===== src/rtl/class_wrr_arbiter_pkg.sv =====
// Shared definitions for the class weighted round-robin output arbiter.
package class_wrr_arbiter_pkg;

    localparam int DATA_SIZE_DEF = 10;
    localparam int CLASS_BIT     = DATA_SIZE_DEF - 1;
    localparam int WEIGHT1_DEF   = 4;
    localparam int CNT_W_DEF     = 8;

    // Burst counter width covers the full legal WEIGHT1 range 1..15.
    localparam int BURST_W       = 4;

    // State = which FIFO was popped in the previous cycle.
    typedef enum logic [1:0] {
        IDLE = 2'd0,
        S0   = 2'd1,
        S1   = 2'd2
    } arb_state_t;

endpackage : class_wrr_arbiter_pkg


===== src/rtl/class_wrr_arbiter_wrr_sched.sv =====
// Weighted round-robin scheduler: burst counter plus combinational grant/pop.
module class_wrr_arbiter_wrr_sched
    import class_wrr_arbiter_pkg::*;
#(
    parameter int WEIGHT1 = WEIGHT1_DEF
) (
    input  logic i_clk,
    input  logic i_reset,
    input  logic i_fifo0_empty,
    input  logic i_fifo1_empty,
    input  logic i_dest_pause,
    output logic o_pop0,
    output logic o_pop1
);

    localparam logic [BURST_W-1:0] W1 = BURST_W'(WEIGHT1);

    logic [BURST_W-1:0] r_burst_cnt;
    logic               w_grant0;
    logic               w_grant1;

    // Grant decision: class 1 wins until its burst quota is used, class 0 then gets one slot.
    always_comb begin
        w_grant0 = 1'b0;
        w_grant1 = 1'b0;
        if (!i_reset && !i_dest_pause) begin
            if (!i_fifo1_empty && (i_fifo0_empty || (r_burst_cnt < W1))) begin
                w_grant1 = 1'b1;
            end else if (!i_fifo0_empty) begin
                w_grant0 = 1'b1;
            end
        end
    end

    // Burst counter: counts class 1 grants (saturating), cleared by a class 0 grant, held otherwise.
    always_ff @(posedge i_clk) begin
        if (i_reset) begin
            r_burst_cnt <= '0;
        end else if (w_grant1) begin
            if (r_burst_cnt < W1) begin
                r_burst_cnt <= r_burst_cnt + 1'b1;
            end
        end else if (w_grant0) begin
            r_burst_cnt <= '0;
        end
    end

    assign o_pop0 = w_grant0;
    assign o_pop1 = w_grant1;

endmodule : class_wrr_arbiter_wrr_sched


===== src/rtl/class_wrr_arbiter.sv =====
// Output stage of the class switching layer: merges FIFO0/FIFO1 onto one
// registered lane with weighted round-robin, class checking and counters.
module class_wrr_arbiter
    import class_wrr_arbiter_pkg::*;
#(
    parameter int DATA_SIZE = DATA_SIZE_DEF,
    parameter int WEIGHT1   = WEIGHT1_DEF,
    parameter int CNT_W     = CNT_W_DEF
) (
    input  logic                 clk,
    input  logic                 reset,
    input  logic                 fifo0_empty,
    input  logic                 fifo1_empty,
    input  logic [DATA_SIZE-1:0] data0,
    input  logic [DATA_SIZE-1:0] data1,
    input  logic                 dest_pause,
    output logic                 pop0,
    output logic                 pop1,
    output logic [DATA_SIZE-1:0] data_out,
    output logic                 valid_out,
    output logic                 active_class,
    output logic                 class_err,
    output logic [CNT_W-1:0]     cnt0,
    output logic [CNT_W-1:0]     cnt1
);

    // Class bit tracks the MSB when DATA_SIZE is overridden.
    localparam int CB = CLASS_BIT + (DATA_SIZE - DATA_SIZE_DEF);

    logic                 w_pop0;
    logic                 w_pop1;
    arb_state_t           r_state;
    arb_state_t           w_state_nxt;
    logic                 w_capture;
    logic                 w_cap_class;
    logic [DATA_SIZE-1:0] w_cap_data;
    logic [DATA_SIZE-1:0] r_data_out;
    logic                 r_valid_out;
    logic                 r_active_class;
    logic                 r_class_err;
    logic [CNT_W-1:0]     r_cnt0;
    logic [CNT_W-1:0]     r_cnt1;

    class_wrr_arbiter_wrr_sched #(
        .WEIGHT1 (WEIGHT1)
    ) u_sched (
        .i_clk         (clk),
        .i_reset       (reset),
        .i_fifo0_empty (fifo0_empty),
        .i_fifo1_empty (fifo1_empty),
        .i_dest_pause  (dest_pause),
        .o_pop0        (w_pop0),
        .o_pop1        (w_pop1)
    );

    // State register: remembers which FIFO was popped last cycle.
    always_ff @(posedge clk) begin
        if (reset) begin
            r_state <= IDLE;
        end else begin
            r_state <= w_state_nxt;
        end
    end

    // Next state follows this cycle's grant; a reset grant is already suppressed in the scheduler.
    always_comb begin
        w_state_nxt = IDLE;
        if (w_pop1) begin
            w_state_nxt = S1;
        end else if (w_pop0) begin
            w_state_nxt = S0;
        end
    end

    // State outputs: the popped word is on the FIFO data bus now, select it for capture.
    always_comb begin
        w_capture   = 1'b0;
        w_cap_class = 1'b0;
        w_cap_data  = data0;
        unique case (r_state)
            S1: begin
                w_capture   = 1'b1;
                w_cap_class = 1'b1;
                w_cap_data  = data1;
            end
            S0: begin
                w_capture   = 1'b1;
                w_cap_class = 1'b0;
                w_cap_data  = data0;
            end
            default: begin
                w_capture   = 1'b0;
            end
        endcase
    end

    // Output register: capture the word and its class; data holds when nothing is captured.
    always_ff @(posedge clk) begin
        if (reset) begin
            r_data_out     <= '0;
            r_valid_out    <= 1'b0;
            r_active_class <= 1'b0;
        end else if (w_capture) begin
            r_data_out     <= w_cap_data;
            r_valid_out    <= 1'b1;
            r_active_class <= w_cap_class;
        end else begin
            r_valid_out    <= 1'b0;
        end
    end

    // Delivered-word counters per class, wrapping naturally.
    always_ff @(posedge clk) begin
        if (reset) begin
            r_cnt0 <= '0;
            r_cnt1 <= '0;
        end else if (w_capture) begin
            if (w_cap_class) begin
                r_cnt1 <= r_cnt1 + 1'b1;
            end else begin
                r_cnt0 <= r_cnt0 + 1'b1;
            end
        end
    end

    // Sticky error when a word's class bit disagrees with the FIFO it came from.
    always_ff @(posedge clk) begin
        if (reset) begin
            r_class_err <= 1'b0;
        end else if (w_capture && (w_cap_data[CB] != w_cap_class)) begin
            r_class_err <= 1'b1;
        end
    end

    assign pop0         = w_pop0;
    assign pop1         = w_pop1;
    assign data_out     = r_data_out;
    assign valid_out    = r_valid_out;
    assign active_class = r_active_class;
    assign class_err    = r_class_err;
    assign cnt0         = r_cnt0;
    assign cnt1         = r_cnt1;

endmodule : class_wrr_arbiter

===== config.mk =====
export PLATFORM = sky130hd
export DESIGN_NAME = class_wrr_arbiter
export DESIGN_NICKNAME = d
export VERILOG_FILES = /design/src/rtl/class_wrr_arbiter_pkg.sv /design/src/rtl/class_wrr_arbiter_wrr_sched.sv /design/src/rtl/class_wrr_arbiter.sv
export SDC_FILE = /design/constraint.sdc
export NUM_CORES = 1
export LEC_CHECK = 0
export ABC_AREA = 1
export CAP_MARGIN = 15
export CORE_MARGIN = 4
export CORE_UTILIZATION = 42
export CTS_CLUSTER_SIZE = 24
export DETAILED_ROUTE_END_ITERATION = 8
export HOLD_SLACK_MARGIN = 0.06
export PLACE_DENSITY = 0.76
export SYNTH_ARGS = -nofsm -noshare
export SYNTH_HDL_FRONTEND = slang
export SYNTH_SLANG_ARGS = --single-unit

===== constraint.sdc =====
create_clock -name clk -period 1.5 [get_ports clk]
set_input_delay 0.3 -clock clk [delete_from_list [all_inputs] [get_ports clk]]
set_output_delay 0.3 -clock clk [all_outputs]
set_load 0.01 [all_outputs]

==> results.sh <==
export IMPL_cap_violations=0
export IMPL_ant_nets=0
export IMPL_insertion_delay_ns=0.34
export IMPL_initial_core_util=0.444
export IMPL_grt_pass1_vias=1404
export IMPL_status="finished clean"
export IMPL_whs_ns=0.461
export IMPL_die_x_um=68.1
export IMPL_track_usage=0.164
export IMPL_grt_max_degree=15
export IMPL_drt_wl_total_mm=3.59
export IMPL_ys_types=19
export IMPL_r2r_start="u_sched.r_burst_cnt[2]"
export IMPL_overflow=0
export IMPL_tightest_slew_ns=0.214
export IMPL_post_synth_cell_area_avg_um2=7.23
export IMPL_drc_errors=0
export IMPL_globalplace_congestion=0.723
export IMPL_peakVddDrop_mv=0.658
export IMPL_synth_compound_area_frac=0.114
export IMPL_worstPathMaxFanout=2
export IMPL_worstHoldPathType="input port to flop"
export IMPL_post_dp_hpwl_mm=2.63
export IMPL_cp_arrival_ns=1.18
export IMPL_worst_setup_path_start_kind="flop"
export IMPL_leakage_uw=0.00114
export IMPL_crit_path_end_kind="output pin"
export IMPL_cts_hold_buf=0
export IMPL_yosys_warnings=0
export IMPL_synthAdderAreaFrac=0.0412
export IMPL_wl_per_cell_um=10.9
export IMPL_cts_root_buffer="clkbuf_4"
export IMPL_slew_headroom=0.856
export IMPL_layout_commonest_cell="nor2_1"
export IMPL_place_inst=317
export IMPL_pin_count=56
export IMPL_syn2layout_area_growth_pct=54.4
export IMPL_synth_seq_area_share=0.462
export IMPL_port_buffers=55
export IMPL_worst_ep_required_time_ns=1.20
export IMPL_synth_xor_xnor_area_share=0
export IMPL_ys_ff_latch=35
export IMPL_cts_buffer_depth=2
export IMPL_final_hold_viol_count=0
export IMPL_synthesis_area_um2=1520
export IMPL_drt_pass1_iter_count=4
export IMPL_setup_violations=0
export IMPL_placementRows=21
export IMPL_diodes=0
export IMPL_synthSimpleGateAreaFrac=0.297
export IMPL_dieArea_um2=4640
export IMPL_max_freq_mhz=677
export IMPL_finClkSkew_ns=0.0107
export IMPL_timing_final_crit_period_ns=1.48
export IMPL_drv_slew=0
export IMPL_syn_num_nets=240
export IMPL_powerDensity_nw_per_um2=877
export IMPL_cts_tree="built"
export IMPL_synth_top_family_by_area="simple AND/OR/NAND/NOR gates"
export IMPL_synth_mux_area_frac=0
export IMPL_vias=1513
export IMPL_synthCells=210
export IMPL_drt_iter0_drc=45
export IMPL_rsz0062_at_grt="true"
export IMPL_antenna_found_initial=0
export IMPL_final_cells=331
export IMPL_cts_made_buffers=5
export IMPL_clk_pin_slew_ns=0.12
export IMPL_path_class="flop to output pin"
export IMPL_viasPerCell=4.57
export IMPL_cts_sinks=35
export IMPL_fin_crit_sh=0.985
export IMPL_min_from="reset"
export IMPL_core_area_um2=3420
export IMPL_final_nets=314
export IMPL_mostFrequentLayoutCells="nor2_1, dlygate4sd2_1, nand2_1"
export IMPL_die_h_um=68.1
export IMPL_startpoint="u_sched.r_burst_cnt[2]"
export IMPL_grt_pass1_wl_mm=5.75
export IMPL_drive_above_1_share=0.200
export IMPL_cts_max_level=2
[power breakdown]
| group | switching [µW] | internal [µW] | leakage, µW | total (µW) |
|---|---|---|---|---|
| clock network | 324 | 518 | 0.0000514 | 843 |
| registers | 17.0 | 958 | 0.000290 | 975 |
| logic | 106 | 131 | 0.000801 | 238 |
[flip-flops by register name (all words and copies together), names as in the netlist]
| name | count |
|---|---|
| active_class | 1 |
| class_err | 1 |
| data_out | 10 |
| r_state | 2 |
| cnt0 | 8 |
| cnt1 | 8 |
| u_sched.r_burst_cnt | 4 |
| valid_out | 1 |
[logic make-up after synthesis]
group           count (synthesis)
simple gates                  103
fa+ha+maj                       5
compound gates                 34
flops                          35
buf+inv                        33
[metal layers]
metal | track usage | wire length [µm] | up-vias
met5 | 0 | 0 | -
met4 | 0.0596 | 31 | 0
li1 | - | - | 815
met1 | 0.179 | 1590 | 656
met2 | 0.283 | 1720 | 38
met3 | 0.0706 | 246 | 4
[cells in the mapped netlist]
cell,number,share of area
nor2_1,44,0.11
dfxtp_1,35,0.46
nand2_1,29,0.072
inv_1,26,0.064
o21ai_0,25,0.082
nand3_1,13,0.043
a21oi_1,7,0.023
nor3_1,7,0.023
buf_2,6,0.020
ha_1,5,0.041
nor2_2,3,0.012
nand2_2,2,0.0082
nand3_2,2,0.013
a21o_1,1,0.0049
clkbuf_1,1,0.0025
nand3b_1,1,0.0049
nand4_1,1,0.0041
nor2_4,1,0.0074
o21ai_1,1,0.0033
[timing repair]
action,in CTS,in global routing
endpoints found under the setup margin,30,8
pin swaps,3,4
resized for setup,51,12
setup buffers,3,3
[worst paths after layout]
check | end | slack, ns | cells after the start
worst max register to register | u_sched.r_burst_cnt[1] | 0.13 | 11
worst max-delay path | pop1 | 0.02 | 6
worst min-delay path | cnt1[3] | 0.46 | 3
worst min register to register | active_class | 0.49 | 2
[cell type report]
class	instances	area, µm²
Multi-Input combinational cell	142	709
Timing Repair Buffer	74	654
Clock inverter	3	67.6
Clock buffer	5	37.5
Tap cell	46	57.6
Sequential cell	35	716
Inverter	26	101
Fill cell	306	1070
[critical path, stage by stage (launching register included)]
cell and delay [ns]:
dfxtp_2 0.34, o21ai_2 0.13, nand2_1 0.08, inv_1 0.08, nand2_2 0.05, inv_1 0.05
buf_2 0.12
[through the flow]
step | TNS, ns | worst slack (ns) | total power (µW) | area, µm² | utilization
2_1_floorplan | 0 | 0.277 | 1090 | 1520 | -
3_3_place_gp | -0.958 | -0.458 | 1240 | 2190 | 0.641
3_5_place_dp | -1.38 | -0.501 | 1240 | 2190 | 0.641
4_1_cts | 0 | 0.00870 | 2070 | 2290 | 0.671
5_1_grt | -0.110 | -0.0705 | 2150 | 2340 | 0.686
6_report | 0 | 0.0232 | 2060 | 2340 | 0.686
Power figures use the tool's default switching activity.
